[src/rtl/fpu_pkg.sv]
// Shared definitions for the FPU result collector: flag layout, op codes,
// the default result-entry type and the result FIFO state encoding.
package fpu_pkg;

  localparam int FLAG_W = 3;

  // Bit positions inside a packed flag word {Exception, Overflow, Underflow}
  localparam int FLG_EXC = 2;
  localparam int FLG_OVF = 1;
  localparam int FLG_UNF = 0;

  localparam int RES_DATA_W = 32;
  localparam int RES_OP_W   = 4;

  localparam logic [RES_OP_W-1:0] OP_ADD = 4'd0;
  localparam logic [RES_OP_W-1:0] OP_SUB = 4'd1;
  localparam logic [RES_OP_W-1:0] OP_MUL = 4'd2;
  localparam logic [RES_OP_W-1:0] OP_DIV = 4'd3;

  // Default shape of one buffered result (collector narrows/widens it locally)
  typedef struct packed {
    logic [RES_DATA_W-1:0] data;
    logic [FLAG_W-1:0]     flags;
    logic [RES_OP_W-1:0]   op;
  } res_entry_t;

  typedef enum logic [1:0] {
    FIFO_EMPTY,
    FIFO_PARTIAL,
    FIFO_FULL
  } fifo_state_t;

  // Pack the three core flag wires into the shared flag-word layout
  function automatic logic [FLAG_W-1:0] pack_flags(input logic exc, input logic ovf,
                                                   input logic unf);
    logic [FLAG_W-1:0] f;
    f          = '0;
    f[FLG_EXC] = exc;
    f[FLG_OVF] = ovf;
    f[FLG_UNF] = unf;
    return f;
  endfunction

endpackage

[src/rtl/fpu_result_collector_if.sv]
// Issue / core-result / consumer bundle of the FPU result collector.
// Res_Op exists only when FPU_RES_OPTAG_EN is defined.
interface fpu_result_collector_if #(
  parameter int DEPTH  = 4,
  parameter int DATA_W = 32,
  parameter int OP_W   = 4
);
  localparam int CNT_W = $clog2(DEPTH + 1);

  logic              Issue_Valid;
  logic [OP_W-1:0]   Issue_Op;
  logic              Issue_Ready;
  logic [DATA_W-1:0] FPU_Output;
  logic              Exception;
  logic              Overflow;
  logic              Underflow;
  logic              Res_Valid;
  logic              Res_Ready;
  logic [DATA_W-1:0] Res_Data;
  logic [2:0]        Res_Flags;
`ifdef FPU_RES_OPTAG_EN
  logic [OP_W-1:0]   Res_Op;
`endif
  logic [2:0]        Sticky_Flags;
  logic              Flags_Clear;
  logic              Drop_Err;
  logic [CNT_W-1:0]  Count;

  // Issuer / core / consumer side
  modport master (
    output Issue_Valid, Issue_Op, FPU_Output, Exception, Overflow, Underflow,
    output Res_Ready, Flags_Clear,
    input  Issue_Ready, Res_Valid, Res_Data, Res_Flags,
`ifdef FPU_RES_OPTAG_EN
    input  Res_Op,
`endif
    input  Sticky_Flags, Drop_Err, Count
  );

  // Collector side
  modport slave (
    input  Issue_Valid, Issue_Op, FPU_Output, Exception, Overflow, Underflow,
    input  Res_Ready, Flags_Clear,
    output Issue_Ready, Res_Valid, Res_Data, Res_Flags,
`ifdef FPU_RES_OPTAG_EN
    output Res_Op,
`endif
    output Sticky_Flags, Drop_Err, Count
  );

endinterface

[src/rtl/fpu_res_fifo.sv]
// Show-ahead synchronous FIFO for captured FPU results. The head entry is
// read straight out of the storage array so it is valid in the cycle after
// the push edge. Occupancy is tracked by an EMPTY/PARTIAL/FULL state machine.
module fpu_res_fifo
  import fpu_pkg::*;
#(
  parameter int  DEPTH   = 4,
  parameter type entry_t = res_entry_t,
  localparam int CNT_W   = $clog2(DEPTH + 1),
  localparam int PTR_W   = $clog2(DEPTH)
) (
  input  logic             clk,
  input  logic             rst,
  input  logic             push,
  input  logic             pop,
  input  entry_t           din,
  output logic             valid,
  output entry_t           dout,
  output logic [CNT_W-1:0] count,
  output logic             full
);

  entry_t            mem [DEPTH];
  logic [PTR_W-1:0]  wr_ptr;
  logic [PTR_W-1:0]  rd_ptr;
  fifo_state_t       state;
  logic              push_ok;
  logic              pop_ok;

  // A full FIFO only accepts a push when the head leaves in the same cycle
  assign pop_ok  = pop & (state != FIFO_EMPTY);
  assign push_ok = push & ((state != FIFO_FULL) | pop_ok);

  // Occupancy state machine plus pointers and count; pointers wrap naturally
  always_ff @(posedge clk or posedge rst) begin
    if (rst) begin
      state  <= FIFO_EMPTY;
      wr_ptr <= '0;
      rd_ptr <= '0;
      count  <= '0;
    end else begin
      if (push_ok) wr_ptr <= wr_ptr + PTR_W'(1);
      if (pop_ok)  rd_ptr <= rd_ptr + PTR_W'(1);
      if (push_ok && !pop_ok) count <= count + CNT_W'(1);
      if (pop_ok && !push_ok) count <= count - CNT_W'(1);
      case (state)
        FIFO_EMPTY: begin
          if (push_ok) state <= FIFO_PARTIAL;
        end
        FIFO_PARTIAL: begin
          if (push_ok && !pop_ok && count == CNT_W'(DEPTH - 1)) state <= FIFO_FULL;
          else if (pop_ok && !push_ok && count == CNT_W'(1))    state <= FIFO_EMPTY;
        end
        FIFO_FULL: begin
          if (pop_ok && !push_ok) state <= FIFO_PARTIAL;
        end
        default: state <= FIFO_EMPTY;
      endcase
    end
  end

  // Result storage; no reset so it maps onto plain RAM
  always_ff @(posedge clk) begin
    if (push_ok) mem[wr_ptr] <= din;
  end

  assign dout  = mem[rd_ptr];
  assign valid = (state != FIFO_EMPTY);
  assign full  = (state == FIFO_FULL);

endmodule

[src/rtl/fpu_result_collector.sv]
// FPU result collector: follows issued ops through a fixed-latency valid
// pipe, captures the core result and flags when the pipe's last stage fires,
// buffers them in a show-ahead FIFO and keeps sticky flag / drop status.
// Issue_Ready grants a credit only when every in-flight op is guaranteed a
// FIFO slot. Optional op tagging is enabled with FPU_RES_OPTAG_EN.
module fpu_result_collector
  import fpu_pkg::*;
#(
  parameter int DEPTH   = 4,
  parameter int LATENCY = 1,
  parameter int DATA_W  = 32,
  parameter int OP_W    = 4
) (
  input logic                   Clk,
  input logic                   Rst,
  fpu_result_collector_if.slave bus
);

  localparam int CNT_W = $clog2(DEPTH + 1);
  localparam int SUM_W = $clog2(DEPTH + LATENCY + 1);

`ifdef FPU_RES_OPTAG_EN
  typedef struct packed {
    logic [DATA_W-1:0] data;
    logic [FLAG_W-1:0] flags;
    logic [OP_W-1:0]   op;
  } entry_t;
`else
  typedef struct packed {
    logic [DATA_W-1:0] data;
    logic [FLAG_W-1:0] flags;
  } entry_t;
`endif

  logic [LATENCY-1:0] vpipe;
  logic               capture;
  logic               push;
  logic               pop;
  logic               drop;
  logic [FLAG_W-1:0]  cap_flags;
  entry_t             cap_entry;
  entry_t             head;
  logic               fifo_valid;
  logic               fifo_full;
  logic [CNT_W-1:0]   fifo_count;
  logic [SUM_W-1:0]   committed;
  logic [FLAG_W-1:0]  sticky;
  logic               drop_err;

  // First valid-pipe stage samples the issue strobe
  always_ff @(posedge Clk or posedge Rst) begin
    if (Rst) vpipe[0] <= 1'b0;
    else     vpipe[0] <= bus.Issue_Valid;
  end

  for (genvar gi = 1; gi < LATENCY; gi++) begin : g_vstage
    // Remaining valid-pipe stages shift the strobe toward the capture point
    always_ff @(posedge Clk or posedge Rst) begin
      if (Rst) vpipe[gi] <= 1'b0;
      else     vpipe[gi] <= vpipe[gi-1];
    end
  end

  assign capture   = vpipe[LATENCY-1];
  assign cap_flags = pack_flags(bus.Exception, bus.Overflow, bus.Underflow);

`ifdef FPU_RES_OPTAG_EN
  logic [OP_W-1:0] opipe [LATENCY];

  // First op-pipe stage travels alongside the issue strobe
  always_ff @(posedge Clk or posedge Rst) begin
    if (Rst) opipe[0] <= '0;
    else     opipe[0] <= bus.Issue_Op;
  end

  for (genvar gi = 1; gi < LATENCY; gi++) begin : g_ostage
    // Remaining op-pipe stages
    always_ff @(posedge Clk or posedge Rst) begin
      if (Rst) opipe[gi] <= '0;
      else     opipe[gi] <= opipe[gi-1];
    end
  end

  assign cap_entry  = '{data: bus.FPU_Output, flags: cap_flags, op: opipe[LATENCY-1]};
  assign bus.Res_Op = head.op;
`else
  logic unused_op;
  assign unused_op = ^bus.Issue_Op;
  assign cap_entry = '{data: bus.FPU_Output, flags: cap_flags};
`endif

  // A capture into a full FIFO is still accepted when the head leaves now
  assign pop  = fifo_valid & bus.Res_Ready;
  assign push = capture & (~fifo_full | pop);
  assign drop = capture & fifo_full & ~pop;

  fpu_res_fifo #(
    .DEPTH   (DEPTH),
    .entry_t (entry_t)
  ) u_fifo (
    .clk   (Clk),
    .rst   (Rst),
    .push  (push),
    .pop   (pop),
    .din   (cap_entry),
    .valid (fifo_valid),
    .dout  (head),
    .count (fifo_count),
    .full  (fifo_full)
  );

  // Credit check: buffered plus in-flight results must leave a free slot
  assign committed       = SUM_W'(fifo_count) + SUM_W'($countones(vpipe));
  assign bus.Issue_Ready = (committed < SUM_W'(DEPTH));

  // Sticky flags and drop status; a same-cycle capture wins over a clear
  always_ff @(posedge Clk or posedge Rst) begin
    if (Rst) begin
      sticky   <= '0;
      drop_err <= 1'b0;
    end else begin
      sticky   <= (bus.Flags_Clear ? '0 : sticky) | (capture ? cap_flags : '0);
      drop_err <= (bus.Flags_Clear ? 1'b0 : drop_err) | drop;
    end
  end

  assign bus.Res_Valid    = fifo_valid;
  assign bus.Res_Data     = head.data;
  assign bus.Res_Flags    = head.flags;
  assign bus.Sticky_Flags = sticky;
  assign bus.Drop_Err     = drop_err;
  assign bus.Count        = fifo_count;

endmodule

[src/flat_wrapper.sv]
// flat-port wrapper written by rule: the top's interface ports become plain ports
module fpu_result_collector_flat import fpu_pkg::*;
#(
  parameter int DEPTH   = 4,
  parameter int LATENCY = 1,
  parameter int DATA_W  = 32,
  parameter int OP_W    = 4
)
  (Clk, Rst, bus_Issue_Valid, bus_Issue_Op, bus_FPU_Output, bus_Exception, bus_Overflow, bus_Underflow, bus_Res_Ready, bus_Flags_Clear, bus_Issue_Ready, bus_Res_Valid, bus_Res_Data, bus_Res_Flags, bus_Sticky_Flags, bus_Drop_Err, bus_Count);
  fpu_result_collector_if #(.DEPTH(DEPTH), .DATA_W(DATA_W), .OP_W(OP_W)) bus_i ();
  input logic Clk;
  input logic Rst;
  input wire logic [$bits(bus_i.Issue_Valid)-1:0] bus_Issue_Valid;
  input wire logic [$bits(bus_i.Issue_Op)-1:0] bus_Issue_Op;
  input wire logic [$bits(bus_i.FPU_Output)-1:0] bus_FPU_Output;
  input wire logic [$bits(bus_i.Exception)-1:0] bus_Exception;
  input wire logic [$bits(bus_i.Overflow)-1:0] bus_Overflow;
  input wire logic [$bits(bus_i.Underflow)-1:0] bus_Underflow;
  input wire logic [$bits(bus_i.Res_Ready)-1:0] bus_Res_Ready;
  input wire logic [$bits(bus_i.Flags_Clear)-1:0] bus_Flags_Clear;
  output wire logic [$bits(bus_i.Issue_Ready)-1:0] bus_Issue_Ready;
  output wire logic [$bits(bus_i.Res_Valid)-1:0] bus_Res_Valid;
  output wire logic [$bits(bus_i.Res_Data)-1:0] bus_Res_Data;
  output wire logic [$bits(bus_i.Res_Flags)-1:0] bus_Res_Flags;
  output wire logic [$bits(bus_i.Sticky_Flags)-1:0] bus_Sticky_Flags;
  output wire logic [$bits(bus_i.Drop_Err)-1:0] bus_Drop_Err;
  output wire logic [$bits(bus_i.Count)-1:0] bus_Count;
  assign bus_i.Issue_Valid = bus_Issue_Valid;
  assign bus_i.Issue_Op = bus_Issue_Op;
  assign bus_i.FPU_Output = bus_FPU_Output;
  assign bus_i.Exception = bus_Exception;
  assign bus_i.Overflow = bus_Overflow;
  assign bus_i.Underflow = bus_Underflow;
  assign bus_i.Res_Ready = bus_Res_Ready;
  assign bus_i.Flags_Clear = bus_Flags_Clear;
  assign bus_Issue_Ready = bus_i.Issue_Ready;
  assign bus_Res_Valid = bus_i.Res_Valid;
  assign bus_Res_Data = bus_i.Res_Data;
  assign bus_Res_Flags = bus_i.Res_Flags;
  assign bus_Sticky_Flags = bus_i.Sticky_Flags;
  assign bus_Drop_Err = bus_i.Drop_Err;
  assign bus_Count = bus_i.Count;
  fpu_result_collector #(.DEPTH(DEPTH), .LATENCY(LATENCY), .DATA_W(DATA_W), .OP_W(OP_W)) u_core (.Clk(Clk), .Rst(Rst), .bus(bus_i));
endmodule
[config.mk]
export PLATFORM = sky130hd
export DESIGN_NAME = fpu_result_collector_flat
export DESIGN_NICKNAME = d
export VERILOG_FILES = /design/src/rtl/fpu_pkg.sv /design/src/rtl/fpu_result_collector_if.sv /design/src/rtl/fpu_res_fifo.sv /design/src/rtl/fpu_result_collector.sv /design/src/flat_wrapper.sv
export SDC_FILE = /design/constraint.sdc
export NUM_CORES = 1
export LEC_CHECK = 0
export ABC_AREA = 1
export BUFFER_PORTS_ARGS = -buffer_cell sky130_fd_sc_hd__buf_2
export CORE_ASPECT_RATIO = 1.1
export CORE_MARGIN = 2
export CORE_UTILIZATION = 51
export CTS_CLUSTER_DIAMETER = 40
export DETAILED_ROUTE_END_ITERATION = 8
export PLACE_DENSITY = 0.75
export SYNTH_ARGS = -nofsm -noshare
export SYNTH_HDL_FRONTEND = slang
export SYNTH_SLANG_ARGS = --single-unit
[constraint.sdc]
create_clock -name Clk -period 2.46 [get_ports Clk]
set_input_delay 0.369 -clock Clk [delete_from_list [all_inputs] [get_ports Clk]]
set_output_delay 0.369 -clock Clk [all_outputs]
set_load 0.01 [all_outputs]
==> results.json <==
{
  "grt_pass1_wl_mm": 18.4,
  "finalSetupTns_ps": 0,
  "synth_area_leaders": "edfxtp_1 69%, dfrtp_1 5.8%, nor2_1 4.8%",
  "synth_top_area_share_pct": 69.5,
  "power_mw": 9.03,
  "worstPathRequired_ps": 2090,
  "post_drt_via_cell_ratio": 5.49,
  "combPwrFrac_pct": 32.2,
  "antenna_found_initial": 0,
  "layout_commonest_cell": "edfxtp_1",
  "io_buffer_count": 83,
  "critPathLaunchType": "flop",
  "p_clk_share_pct": 27.4,
  "nNetsFinal": 574,
  "drt_iter0_markers": 223,
  "die_x_um": 108,
  "die_y_um": 118,
  "finalHoldViolations": 0,
  "stdcell_count": 683,
  "status": "complete, no violations",
  "multiInputGateArea_mm2": 0.00125,
  "cts_num_sinks": 154,
  "drv_slew": 0,
  "syn-mean-instance-area_um2": 14.1,
  "yosys.area.top_type": "edfxtp_1",
  "drive_above_1_share_pct": 26.5,
  "gr-usage-all-layers_pct": 19.4,
  "syn_to_final_growth_pct": 18.9,
  "syn-num-nets": 484,
  "power_frac_seq_pct": 40.4,
  "clkTransAtPathRegs_ps": 60,
  "diodes": 0,
  "path_cells": "buf_12, o21ai_0, o22ai_1, buf_2",
  "grt_max_degree": 72,
  "layout_common_cells": "140 x edfxtp_1, 83 x buf_2, 73 x nor2_1, 41 x o21ai_1",
  "worstSetupPathType": "reg -> out",
  "p_sw_share_pct": 34.2,
  "drc": 0,
  "hold_ws_ps": 49.0,
  "cts.path.max_buffers": 2,
  "p_leak_nw": 2.67,
  "yosys_warnings": 0,
  "gp_congestion": 0.728,
  "cts_tree": "built",
  "switching_power_mw": 3.09,
  "setup_ws_ps": 162,
  "io-pin-count": 88,
  "skew_ps": 8.08,
  "async_flop_share_pct": 9.09,
  "synth_seq_cells": 154,
  "max_freq_mhz": 435,
  "cts_buffers": 17,
  "slew_headroom_pct": 61.4,
  "arrival_ps": 1930,
  "place_hpwl_mm": 6.83,
  "period_minus_slack_ps": 2300,
  "clock_latency_ps": 430,
  "power.internal_mw": 5.94,
  "placed_area_mm2": 0.00661,
  "netlist_area_mm2": 0.00605,
  "reg2regPathDepth": 5,
  "worst_pin_slew_ps": 578,
  "fin_crit_sh_pct": 93.4,
  "r2r-end": "u_core.u_fifo.mem[1][4]$_DFFE_PP_",
  "cp_slowest_cell": "dfrtp_2",
  "num_vias": 3752,
  "final-seq-area_mm2": 0.00456,
  "setup_viol": 0,
  "ir_drop_mv": 0.555,
  "r2r_setup_slack_ps": 750,
  "fin_area_mm2": 0.00719,
  "die_area_mm2": 0.0128,
  "worstHoldStart": "bus_Issue_Valid",
  "hold_path_class": "in -> reg",
  "wl_per_cell_um": 17.3,
  "whs_endpoint": "u_core.capture$_DFF_PP0_",
  "ys_seq_area_share_pct": 75.3,
  "grt_pass1_vias": 3739,
  "rsz0062_at_grt": "false",
  "critPathCaptureType": "output pin",
  "cts-root-buf": "clkbuf_16",
  "synth_edf_count": 140,
  "cap_violations": 0,
  "wirelength_mm": 11.8,
  "core_mm2": 0.0115,
  "row_count": 41,
  "htree_num_levels": 4,
  "synth_cell_types": 28,
  "fin_util_pct": 62.3,
  "synth_cells": 430,
  "critPathMaxFanout": 54,
  "first_pass_iters": 4,
  "initial_core_util_pct": 52.4,
  "n_fill_cell": 868,
  "max_stage_delay_ps": 650,
  "pre_cts_slack_ps": 503,
  "drtAntennaViolNets": 0,
  "hold-path-cell-count": 1,
  "synthFlopType": "edfxtp_1",
  "post-place-cells": 650,
  "overflow": 0,
  "powerDensity_mw_per_mm2": 1260,
  "reg2reg_from": "u_core.u_fifo.state[0]$_DFFE_PP0P_"
}
-- sequential cells by signal, indices dropped and copies added, names as in the netlist --
signal,cells
u_core.u_fifo.count,3
u_core.u_fifo.mem,140
u_core.u_fifo.state,2
u_core.bus.Sticky_Flags,3
u_core.bus.Drop_Err,1
u_core.u_fifo.rd_ptr,2
u_core.capture,1
u_core.u_fifo.wr_ptr,2
-- cells in the mapped netlist, drive strengths merged (2+ instances only) --
cell type  instances
nor2              79
inv               24
o21ai             78
buf               22
nand3              5
xnor2              2
nand2             12
o22ai             36
xor2               3
dfrtp             14
ha                10
edfxtp           140
-- how the worst max path moves through the flow --
stage,from,endpoint,slack (ps),cells past startpoint
4_1_cts,u_core.u_fifo.rd_ptr[0]$_DFFE_PP0N_,bus_Res_Data[0],40,4
6_report,u_core.u_fifo.rd_ptr[0]$_DFFE_PP0N_,bus_Res_Flags[1],160,4
3_3_place_gp,u_core.u_fifo.rd_ptr[0]$_DFFE_PP0N_,bus_Res_Data[0],530,4
3_5_place_dp,u_core.u_fifo.rd_ptr[0]$_DFFE_PP0N_,bus_Res_Data[0],500,4
2_1_floorplan,u_core.u_fifo.wr_ptr[0]$_DFFE_PP0P_,u_core.u_fifo.mem[0][0]$_DFFE_PP_,-150,4
5_1_grt,u_core.u_fifo.rd_ptr[0]$_DFFE_PP0N_,bus_Res_Data[0],40,4
-- power groups by stage --
stage	registers [mW]	logic [mW]	clock network, mW
6_report	3.64	2.91	2.48
5_1_grt	3.68	3.21	2.64
4_1_cts	3.64	2.96	2.52
3_5_place_dp	3.69	2.94	0
3_3_place_gp	3.66	2.86	0
2_1_floorplan	3.63	2.02	0
-- worst max-delay path, delay by kind of cell, from the launching register on --
kind,cells,cell delay (ps)
buffers and inverters,2,480
flip-flops,1,650
AO/OA/AOI/OAI,2,370
-- cell families (layout without fill, tap and decap cells) --
logic type,after synthesis,count (layout),synth area share (%)
buffers and inverters,47,150,4.49
and+or+nand+nor,98,98,6.76
AOI/OAI and AO/OA,116,116,10.4
adders and majority gates,10,10,2.07
DFF,154,154,75.3
xor gates and xnor gates,5,5,0.972
-- metal layers --
| layer | track usage [%] | share of wire [%] |
|---|---|---|
| met5 | 0 | 0 |
| met4 | 6.73 | 1.5 |
| met3 | 6.23 | 5.1 |
| met2 | 33.1 | 53 |
| met1 | 22.8 | 40 |
-- what timing repair did --
item | 4_1_cts | 5_1_grt
hold buffers | 1 | 0
endpoints found under the hold margin | 14 | 0
resized for setup | 0 | 1
setup buffers | 0 | 0
endpoints found under the setup margin | 0 | 7
-- layout make-up --
type,count,area share (%)
well taps,150,2.61
repair buffers,93,7.20
flip-flops and latches,154,63.3
multi-input cells,229,17.4
inverters,25,1.46
clock buffers,22,6.75
clock inverters,10,1.22
Power figures use the tool's default switching activity.
